File: src/rtl/aec_pkg.sv
// Shared definitions for the arithmetic expression calculator (AEC) front end and core.
// Holds the ASCII character codes, the feeder state encoding and the legal-byte test.
package aec_pkg;

    // Operator and delimiter characters understood by the AEC
    localparam logic [7:0] ASC_LP  = 8'd40;  // '('
    localparam logic [7:0] ASC_RP  = 8'd41;  // ')'
    localparam logic [7:0] ASC_MUL = 8'd42;  // '*'
    localparam logic [7:0] ASC_ADD = 8'd43;  // '+'
    localparam logic [7:0] ASC_SUB = 8'd45;  // '-'
    localparam logic [7:0] ASC_EQ  = 8'd61;  // '='

    // Operand digit ranges: decimal digits and lower-case hex letters
    localparam logic [7:0] ASC_D0  = 8'd48;  // '0'
    localparam logic [7:0] ASC_D9  = 8'd57;  // '9'
    localparam logic [7:0] ASC_HA  = 8'd97;  // 'a'
    localparam logic [7:0] ASC_HF  = 8'd102; // 'f'

    // Feeder sequencing: wait for a whole expression, stream it, wait for the result
    typedef enum logic [1:0] {
        IDLE = 2'd0,
        SEND = 2'd1,
        WAIT = 2'd2
    } aec_state_t;

    // True for every byte the AEC can consume, including the '=' terminator
    function automatic logic is_legal(input logic [7:0] c);
        logic digit;
        logic hex;
        logic op;
        digit = (c >= ASC_D0) && (c <= ASC_D9);
        hex   = (c >= ASC_HA) && (c <= ASC_HF);
        op    = (c == ASC_LP)  || (c == ASC_RP)  || (c == ASC_MUL) ||
                (c == ASC_ADD) || (c == ASC_SUB) || (c == ASC_EQ);
        return digit || hex || op;
    endfunction

endpackage

File: src/rtl/aec_char_fifo.sv
// Byte FIFO between the host filter and the AEC replay logic.
// Pointers wrap modulo DEPTH; full and empty are told apart by the occupancy count.
module aec_char_fifo #(
    parameter int unsigned DEPTH = 32,
    parameter int unsigned WIDTH = 8
) (
    input  logic                     clk,
    input  logic                     rst,
    input  logic                     push,
    input  logic [WIDTH-1:0]         push_data,
    input  logic                     pop,
    output logic [WIDTH-1:0]         head,
    output logic [$clog2(DEPTH):0]   count,
    output logic                     full,
    output logic                     empty
);

    localparam int unsigned AW = $clog2(DEPTH);
    localparam int unsigned CW = AW + 1;

    localparam logic [AW-1:0] PTR_ONE = AW'(1);
    localparam logic [CW-1:0] CNT_ONE = CW'(1);
    localparam logic [CW-1:0] CNT_MAX = CW'(DEPTH);

    logic [WIDTH-1:0] mem [DEPTH];
    logic [AW-1:0]    wr_ptr_q;
    logic [AW-1:0]    rd_ptr_q;
    logic [CW-1:0]    count_q;
    logic             do_push;
    logic             do_pop;

    // Guard against overflow/underflow even if a caller misbehaves
    assign do_push = push && (count_q != CNT_MAX);
    assign do_pop  = pop && (count_q != '0);

    // Pointer and occupancy bookkeeping
    always_ff @(posedge clk or negedge rst) begin
        if (!rst) begin
            wr_ptr_q <= '0;
            rd_ptr_q <= '0;
            count_q  <= '0;
        end else begin
            if (do_push) begin
                wr_ptr_q <= wr_ptr_q + PTR_ONE;
            end
            if (do_pop) begin
                rd_ptr_q <= rd_ptr_q + PTR_ONE;
            end
            unique case ({do_push, do_pop})
                2'b10:   count_q <= count_q + CNT_ONE;
                2'b01:   count_q <= count_q - CNT_ONE;
                default: count_q <= count_q;
            endcase
        end
    end

    // Storage array; contents are don't-care while empty, so no reset
    always_ff @(posedge clk) begin
        if (do_push) begin
            mem[wr_ptr_q] <= push_data;
        end
    end

    assign head  = mem[rd_ptr_q];
    assign count = count_q;
    assign full  = (count_q == CNT_MAX);
    assign empty = (count_q == '0);

endmodule

File: src/rtl/aec_feeder.sv
// Upstream stage of the AEC: filters host bytes, buffers them, and replays each complete
// '='-terminated expression as a gap-free burst with a first-character ready strobe.
// The next burst is held off until the AEC reports a result.
module aec_feeder
    import aec_pkg::*;
#(
    parameter int unsigned DEPTH   = 32,
    parameter int unsigned MAX_LEN = 15
) (
    input  logic       clk,
    input  logic       rst,
    input  logic       in_valid,
    input  logic [7:0] in_data,
    output logic       in_ready,
    output logic [7:0] ascii_out,
    output logic       aec_ready,
    input  logic       aec_valid,
    output logic       busy,
    output logic       err,
    input  logic       err_clr
);

    localparam int unsigned CW = $clog2(DEPTH) + 1;
    localparam int unsigned LW = $clog2(MAX_LEN + 1);

    localparam logic [CW-1:0] EQ_ONE  = CW'(1);
    localparam logic [LW-1:0] LEN_ONE = LW'(1);
    localparam logic [LW-1:0] LEN_MAX = LW'(MAX_LEN);

    // A whole maximum-length expression plus its '=' must fit in the buffer
    if (DEPTH < MAX_LEN + 1) begin : g_depth_check
        $error("aec_feeder: DEPTH must be at least MAX_LEN+1");
    end

    aec_state_t    state_q, state_d;
    logic [7:0]    ascii_q, ascii_d;
    logic          ready_q, ready_d;
    logic          busy_q, busy_d;
    logic          err_q;
    logic [CW-1:0] eq_cnt_q;
    logic [LW-1:0] cur_len_q;

    logic          hs;
    logic          byte_is_eq;
    logic          err_evt;
    logic          push;
    logic          pop;
    logic          push_eq;
    logic          pop_eq;

    logic [7:0]    fifo_head;
    logic [CW-1:0] fifo_count;
    logic          fifo_full;
    logic          fifo_empty;
    logic          head_is_eq;

    aec_char_fifo #(
        .DEPTH (DEPTH),
        .WIDTH (8)
    ) u_fifo (
        .clk       (clk),
        .rst       (rst),
        .push      (push),
        .push_data (in_data),
        .pop       (pop),
        .head      (fifo_head),
        .count     (fifo_count),
        .full      (fifo_full),
        .empty     (fifo_empty)
    );

    assign in_ready   = !fifo_full;
    assign hs         = in_valid && in_ready;
    assign byte_is_eq = (in_data == ASC_EQ);
    assign head_is_eq = (fifo_head == ASC_EQ);

    // Reject illegal bytes, over-length expressions and empty expressions
    always_comb begin
        err_evt = 1'b0;
        if (hs) begin
            if (!is_legal(in_data)) begin
                err_evt = 1'b1;
            end else if (!byte_is_eq && (cur_len_q == LEN_MAX)) begin
                err_evt = 1'b1;
            end else if (byte_is_eq && (cur_len_q == '0)) begin
                err_evt = 1'b1;
            end
        end
    end

    assign push    = hs && !err_evt;
    assign push_eq = push && byte_is_eq;
    assign pop_eq  = pop && head_is_eq;

    // Length of the expression currently being accepted from the host
    always_ff @(posedge clk or negedge rst) begin
        if (!rst) begin
            cur_len_q <= '0;
        end else if (push) begin
            cur_len_q <= byte_is_eq ? '0 : cur_len_q + LEN_ONE;
        end
    end

    // Number of complete expressions held in the FIFO
    always_ff @(posedge clk or negedge rst) begin
        if (!rst) begin
            eq_cnt_q <= '0;
        end else begin
            unique case ({push_eq, pop_eq})
                2'b10:   eq_cnt_q <= eq_cnt_q + EQ_ONE;
                2'b01:   eq_cnt_q <= eq_cnt_q - EQ_ONE;
                default: eq_cnt_q <= eq_cnt_q;
            endcase
        end
    end

    // Sticky error: a new error event outranks a same-cycle clear
    always_ff @(posedge clk or negedge rst) begin
        if (!rst) begin
            err_q <= 1'b0;
        end else if (err_evt) begin
            err_q <= 1'b1;
        end else if (err_clr) begin
            err_q <= 1'b0;
        end
    end

    // Replay sequencing: next state, pop request and registered AEC outputs
    always_comb begin
        state_d = state_q;
        ascii_d = ascii_q;
        ready_d = 1'b0;
        pop     = 1'b0;
        unique case (state_q)
            IDLE: begin
                ascii_d = 8'h00;
                // The head can never be '=' here since empty expressions are dropped
                if ((eq_cnt_q != '0) && (fifo_count != '0)) begin
                    pop     = 1'b1;
                    ascii_d = fifo_head;
                    ready_d = 1'b1;
                    state_d = SEND;
                end
            end
            SEND: begin
                // The whole expression is buffered, so the FIFO cannot run dry here
                if (!fifo_empty) begin
                    pop     = 1'b1;
                    ascii_d = fifo_head;
                    if (head_is_eq) begin
                        state_d = WAIT;
                    end
                end
            end
            WAIT: begin
                ascii_d = 8'h00;
                if (aec_valid) begin
                    state_d = IDLE;
                end
            end
            default: begin
                ascii_d = 8'h00;
                state_d = IDLE;
            end
        endcase
        busy_d = (state_d != IDLE);
    end

    // State and registered outputs
    always_ff @(posedge clk or negedge rst) begin
        if (!rst) begin
            state_q <= IDLE;
            ascii_q <= 8'h00;
            ready_q <= 1'b0;
            busy_q  <= 1'b0;
        end else begin
            state_q <= state_d;
            ascii_q <= ascii_d;
            ready_q <= ready_d;
            busy_q  <= busy_d;
        end
    end

    assign ascii_out = ascii_q;
    assign aec_ready = ready_q;
    assign busy      = busy_q;
    assign err       = err_q;

endmodule
File: config.mk
export PLATFORM = sky130hd
export DESIGN_NAME = aec_feeder
export DESIGN_NICKNAME = d
export VERILOG_FILES = /design/src/rtl/aec_pkg.sv /design/src/rtl/aec_char_fifo.sv /design/src/rtl/aec_feeder.sv
export SDC_FILE = /design/constraint.sdc
export NUM_CORES = 1
export LEC_CHECK = 0
export CAP_MARGIN = 20
export CORE_MARGIN = 2
export CORE_UTILIZATION = 30
export CTS_CLUSTER_SIZE = 16
export DETAILED_ROUTE_END_ITERATION = 10
export HOLD_SLACK_MARGIN = 0.06
export PLACE_DENSITY = 0.53
export RECOVER_POWER = 100
export REMOVE_ABC_BUFFERS = 1
export SYNTH_ARGS = -nofsm -noshare
export SYNTH_HDL_FRONTEND = slang
export SYNTH_SLANG_ARGS = --single-unit
File: constraint.sdc
create_clock -name clk -period 5.7 [get_ports clk]
set_input_delay 1.14 -clock clk [delete_from_list [all_inputs] [get_ports clk]]
set_output_delay 1.14 -clock clk [all_outputs]
set_load 0.02 [all_outputs]
Word level (Yosys, flattened, before mapping)
Memory sizes are Yosys's and may differ from the RTL's.
Index checks and enable logic that the tools add are counted.

word-level totals
  RAM bits = 256
  logic and storage cells = 92
  input bits = 13
  output and inout bits = 12
  memories kept = 1
  flip-flop bits (word level) = 39

memories
  name        words  bits a word  rd ports  clocked after memory_dff  write ports  RTL line             source
  u_fifo.mem  32     8            1         0                         1            aec_char_fifo.sv:25  logic [WIDTH-1:0] mem [DEPTH];

operators by class
  reductions and logical operators = 30
  multiplexer cells = 23
  equality and inequality tests = 17
  $lt $le $gt $ge = 4
  add/subtract/negate cells = 7

operator list
  operator                                                        count
  == test 8 x 6 -> 1 bit, second input constant                   7
  one-hot mux 6 bit (2 select lines)                              2
  two-way mux 8 bit                                               2
  one-hot mux 8 bit (2 select lines)                              1
  adder 6 x 1 -> 6 bit, second input constant                     2
  nonzero test 6 bit                                              2
  subtractor 6 x 1 -> 6 bit, second input constant                2
  logical AND 1 bit                                               11
  two-way mux 1 bit                                               11
  adder 5 x 1 -> 5 bit, second input constant                     2
  >= comparator 8 x 6 -> 1 bit, second input constant             1
  >= comparator 8 x 7 -> 1 bit, second input constant             1
  less-or-equal comparator 8 x 6 -> 1 bit, second input constant  1
  less-or-equal comparator 8 x 7 -> 1 bit, second input constant  1
  two-way mux 2 bit                                               4
  nonzero test 2 bit                                              4
  logical OR 1 bit                                                7
  == test 2 x 1 -> 1 bit, second input constant                   3
  == test 2 bit, second input constant                            3
  == test 6 bit, second input constant                            1
  logical NOT 6 bit                                               1
  != test 6 bit, second input constant                            1
  one-hot mux 2 bit (3 select lines)                              1
  adder 4 x 1 -> 4 bit, second input constant                     1
  7 further kinds                                                 9

Logic depth before layout (Yosys ltp)
  depth in word-level cells = 14
  mapped depth = 19
  mapped depth without buffers = 16

Modules after synthesis
From an unflattened synthesis, not the netlist that was laid out.

second synthesis, totals
  cells, all modules = 685
  area total of the unflattened synthesis = 12,235.5 um2

modules (own cells, without submodules)
  module         cells an instance  instances  area each (um2)  seq. area each (um2)
  aec_char_fifo  557                1          10,904.2         8,087.8
  aec_feeder     128                1          1,331.3          575.6

Least setup slack after synthesis
No wires, ideal clock.

  path kind = in2reg
  start = input in_data[7]
  end = register eq_cnt_q[5]
  path buffers = 2
  required time = 5,575 ps
  stages on the path = 17
  library setup time = 125 ps
  arrival = 4,068 ps
  slack = 1,506 ps
  cells stage by stage = nor3b_1 > nand3_1 > a21o_1 > o21ai_0 > and3_1 > clkbuf_1 > buf_1 > nand2_1 > ha_1 > ha_1 > a21o_1 > a21oi_1 > o21bai_1 > a21oi_1 > xor2_1 > nor2_1 > xor2_1

between the ends
  word-level cells in the longest chain between the ends = 14

RTL lines
  element                                                                   RTL line           source
  start: declaration                                                        aec_feeder.sv:13   input logic [7:0] in_data,
  branches (longest 11 deep; another with >= comparator 8 x 6 -> 1 bit)     --
  logical AND 1 bit (*)                                                     aec_feeder.sv:92   assign push_eq = push && byte_is_eq;
  == test 2 x 1 -> 1 bit or == test 2 bit (tied branches)                   aec_feeder.sv:109  unique case ({push_eq, pop_eq})
  one-hot mux 6 bit (2 select lines) or nonzero test 2 bit (tied branches)  --
  end signal: assignment                                                    aec_feeder.sv:110  2'b10: eq_cnt_q <= eq_cnt_q + EQ_ONE;
  end signal: assignment                                                    aec_feeder.sv:111  2'b01: eq_cnt_q <= eq_cnt_q - EQ_ONE;
  end signal: assignment                                                    aec_feeder.sv:112  default: eq_cnt_q <= eq_cnt_q;
  end: declaration                                                          aec_feeder.sv:40   logic [CW-1:0] eq_cnt_q;

Every way passes the cells marked *.
A chain may end at the register's enable or synchronous reset.

Worst setup path in the final report
  start = input in_data[3]
  end = register eq_cnt_q[5]

The elaborated chain is that of the path after synthesis.

==> flow_summary_export.csv <==
group,metric,value,unit
place,gp_congestion,0.780,
floorplan,design.core.area,39800,µm²
detailed_routing,first_pass_iters,4,
setup_path,end_kind,"flip-flop",
clocking,cts-resized-gates,0,
setup_path,cp_slowest_stage_delay,0.72,ns
global_route,grt_pass1_wl,42400,µm
clocking,cts_root_buffer,"clkbuf_16",
clocking,clk_latency,0.58,ns
logic_synthesis,synth_area,12100,µm²
power_and_ir_drop,power,6.46,mW
floorplan,initial_core_util,0.305,
status,violations,"capacitance limit, slew limit",
status,status,"finished with violations",
logic_synthesis,syn-instance-count,682,
final_layout,fin_area,14000,µm²
setup_path,crit_type,"in -> reg",
logic_synthesis,ys_warn_count,0,
logic_synthesis,ys_ff_latch,295,
final_layout,finalNonFillerCells,1297,
global_route,grt_max_degree,47,
timing,finalSetupViolCount,0,
clocking,postCtsSetupBuffers,0,
setup_path,crit_arrival,5.52,ns
logic_synthesis,ys.flop_type,"edfxtp_1",
logic_synthesis,synthArstFlopShare,0.132,
setup_path,reg2reg_slack,0.76,ns
final_layout,multi_input_area,3180,µm²
setup_path,crit_chain,"dlygate4sd3_1 -> clkbuf_1 -> and4b_1 -> nand3_1 -> a21o_1 -> o21ai_0 -> and3_1 -> nand2_1 -> ha_1 -> ha_1 -> a21o_1 -> a21oi_1 -> o21bai_1 -> a21oi_1 -> xor2_1 -> nor2_1 -> xor2_1",
floorplan,die_h,205,µm
setup_path,cp_max_fo,20,
final_layout,drive_gt1_frac,0.115,
timing,final.period_utilization,0.890,
clocking,cts_tree,"built",
timing,worstMarginPinSlew,1.92,ns
detailed_routing,routed_wl,28100,µm
clocking,ctsHtreeMaxLevel,1,
place,post-dp-hpwl,18400,µm
logic_synthesis,synth_edf_count,256,
logic_synthesis,ys_seq_area_frac,0.714,
final_layout,diodes,0,
job,drv_cap,4,
final_layout,area_growth,15.6,%
global_route,antenna_found_initial,0,
final_layout,layout_common_cells,"edfxtp_1 (256), nor2_1 (44), clkbuf_1 (40), dfrtp_1 (37), nand2_1 (34)",
clocking,max-clock-path-buffers,3,
floorplan,die_w,205,µm
timing,hold_viol_final,0,
floorplan,io_pins,25,
clocking,clock-sinks,295,
global_route,grt_use_total,0.137,
timing,relSlewSlack,-0.281,
place,place_area,13100,µm²
place,dp.cells,1240,
floorplan,num_rows,73,
global_route,grt_overflow,0,
detailed_routing,first_iter_violations,546,
logic_synthesis,synth_area_leaders,"edfxtp_1 (63%), dfrtp_1 (8.0%), mux4_2 (5.0%)",
detailed_routing,vias_per_cell,4.88,
timing,fin_setup_tns,0,ns
final_layout,seqCellArea,8670,µm²
logic_synthesis,post_synth_num_cell_types,56,
power_and_ir_drop,ir_drop,0.252,mV
logic_synthesis,syn_area_per_cell,17.8,µm²
global_route,grt_pass1_vias,6506,
power_and_ir_drop,p_per_area,461,nW/µm²
setup_path,crit_buf_inv,2,
detailed_routing,post-route-drc-count,0,
setup_path,critPathLaunchType,"primary input",
final_layout,nets,780,
min_path,hold_class,"reg -> reg",
final_layout,n_fill_cell,3797,
detailed_routing,vias,6329,
place,io_buffers,24,
setup_path,critPathSlowestCell,"clkbuf_1",
floorplan,die-area,42100,µm²
logic_synthesis,yosys.area.top_type,"edfxtp_1",
logic_synthesis,yosysTopAreaCellShare,0.634,
detailed_routing,ant_nets,0,
setup_path,critPathRequiredTime,6.14,ns
power_and_ir_drop,power.leakage,4.70,nW
timing,fmax,197,MHz
final_layout,final_common_cell,"edfxtp_1",
setup_path,path_delay_family,"buffers and inverters",
timing,rsz0062_at_grt,"no",
clocking,hold_buffers,0,
clocking,clk_pin_slew_worst_paths,0.06,ns
detailed_routing,wl_per_cell,21.7,µm
clocking,cts_buffers,30,
timing,slew_violations,129,
timing,fin_crit,5.07,ns
timing,fin_worst_skew,0.0203,ns
state kept, by name (all words and copies together) (netlist names):
register,cells
aec_ready,1
u_fifo.mem,256
cur_len_q,4
u_fifo.rd_ptr_q,5
err,1
ascii_out,8
u_fifo.wr_ptr_q,5
state_q,2
u_fifo.count,6
busy,1
eq_cnt_q,6
final timing paths:
| path | end | cells past startpoint | start |
|---|---|---|---|
| worst min register to register | eq_cnt_q[5] | 1 | eq_cnt_q[5] |
| worst max-delay path | eq_cnt_q[5] | 17 | in_data[3] |
| max in group asynchronous | u_fifo.rd_ptr_q[0] | 2 | rst |
| min in group asynchronous | state_q[1] | 1 | rst |
| worst max register to register | eq_cnt_q[5] | 16 | u_fifo.rd_ptr_q[0] |
| worst min-delay path | eq_cnt_q[5] | 1 | eq_cnt_q[5] |
cells by family (layout without fill, tap and decap cells):
kind of cell	Yosys count	count (layout)	synth area share
DFF	295	295	0.714
and+or+nand+nor	121	121	0.0472
AOI/OAI and AO/OA	98	98	0.0565
muxes	82	82	0.124
buffers and inverters	47	137	0.0232
xor gates and xnor gates	20	20	0.0144
adders and majority gates	19	19	0.0208
metrics by stage:
| stage | worst slack [ns] | util | hold slack, ns |
|---|---|---|---|
| CTS | 0.895 | 0.355 | 0.478 |
| detailed placement | 0.680 | 0.330 | 0.468 |
| global route | 0.347 | 0.352 | 0.497 |
| global placement | 0.784 | 0.330 | 0.468 |
| floorplan | 0.316 | - | 0.443 |
| finish | 0.626 | 0.352 | 0.481 |
cells in the mapped netlist, drive strengths merged (3+ instances only):
cell      n
a211oi   14
nand2    34
a21o     11
clkbuf    9
o22ai     9
nand3b    5
xor2      6
mux2i    33
nand4     3
nor3      7
mux4     48
o21ai    22
nand3    11
ha       17
edfxtp  256
xnor2    14
o221ai    8
a22oi     8
dfrtp    39
a21oi     8
inv      16
a22o      9
buf      21
nor2     44
cell type report:
cell class              instances  share of cell area
multi-input cells             340               0.227
flip-flops and latches        295               0.618
inverters                      16             0.00428
well taps                     525              0.0468
repair buffers                 65              0.0327
clock buffers                  43              0.0592
clock inverters                13              0.0120
where the power goes:
part / internal (mW) / total (mW) / leakage (nW) / switching [mW]
clock: 1.15 / 1.96 / 0.474 / 0.811
combinational: 0.823 / 1.82 / 1.45 / 0.997
sequential: 2.47 / 2.68 / 2.78 / 0.205
metal layers:
| layer | part of all wire | wire length, µm | GRT usage | vias to the layer above |
|---|---|---|---|---|
| met3 | 0.043 | 1220 | 0.0202 | 43 |
| li1 | - | - | - | 2857 |
| met4 | 0.027 | 769 | 0.0475 | 0 |
| met2 | 0.48 | 13600 | 0.223 | 141 |
| met1 | 0.45 | 12500 | 0.187 | 3288 |
| met5 | 0 | 0 | 0 | - |
worst reg2reg max path, stage by stage (launching register included):
cell,delay [ns]
dfrtp_4,0.67
buf_12,0.38
mux4_1,0.71
a22oi_1,0.31
a21o_1,0.18
nor4b_1,0.41
nand3_1,0.33
nor2_1,0.17
ha_1,0.32
ha_1,0.29
a21o_1,0.18
a21oi_1,0.24
o21bai_1,0.10
a21oi_1,0.18
xor2_1,0.15
nor2_1,0.06
xor2_1,0.15
No activity file was read; power rests on OpenSTA's default activity.
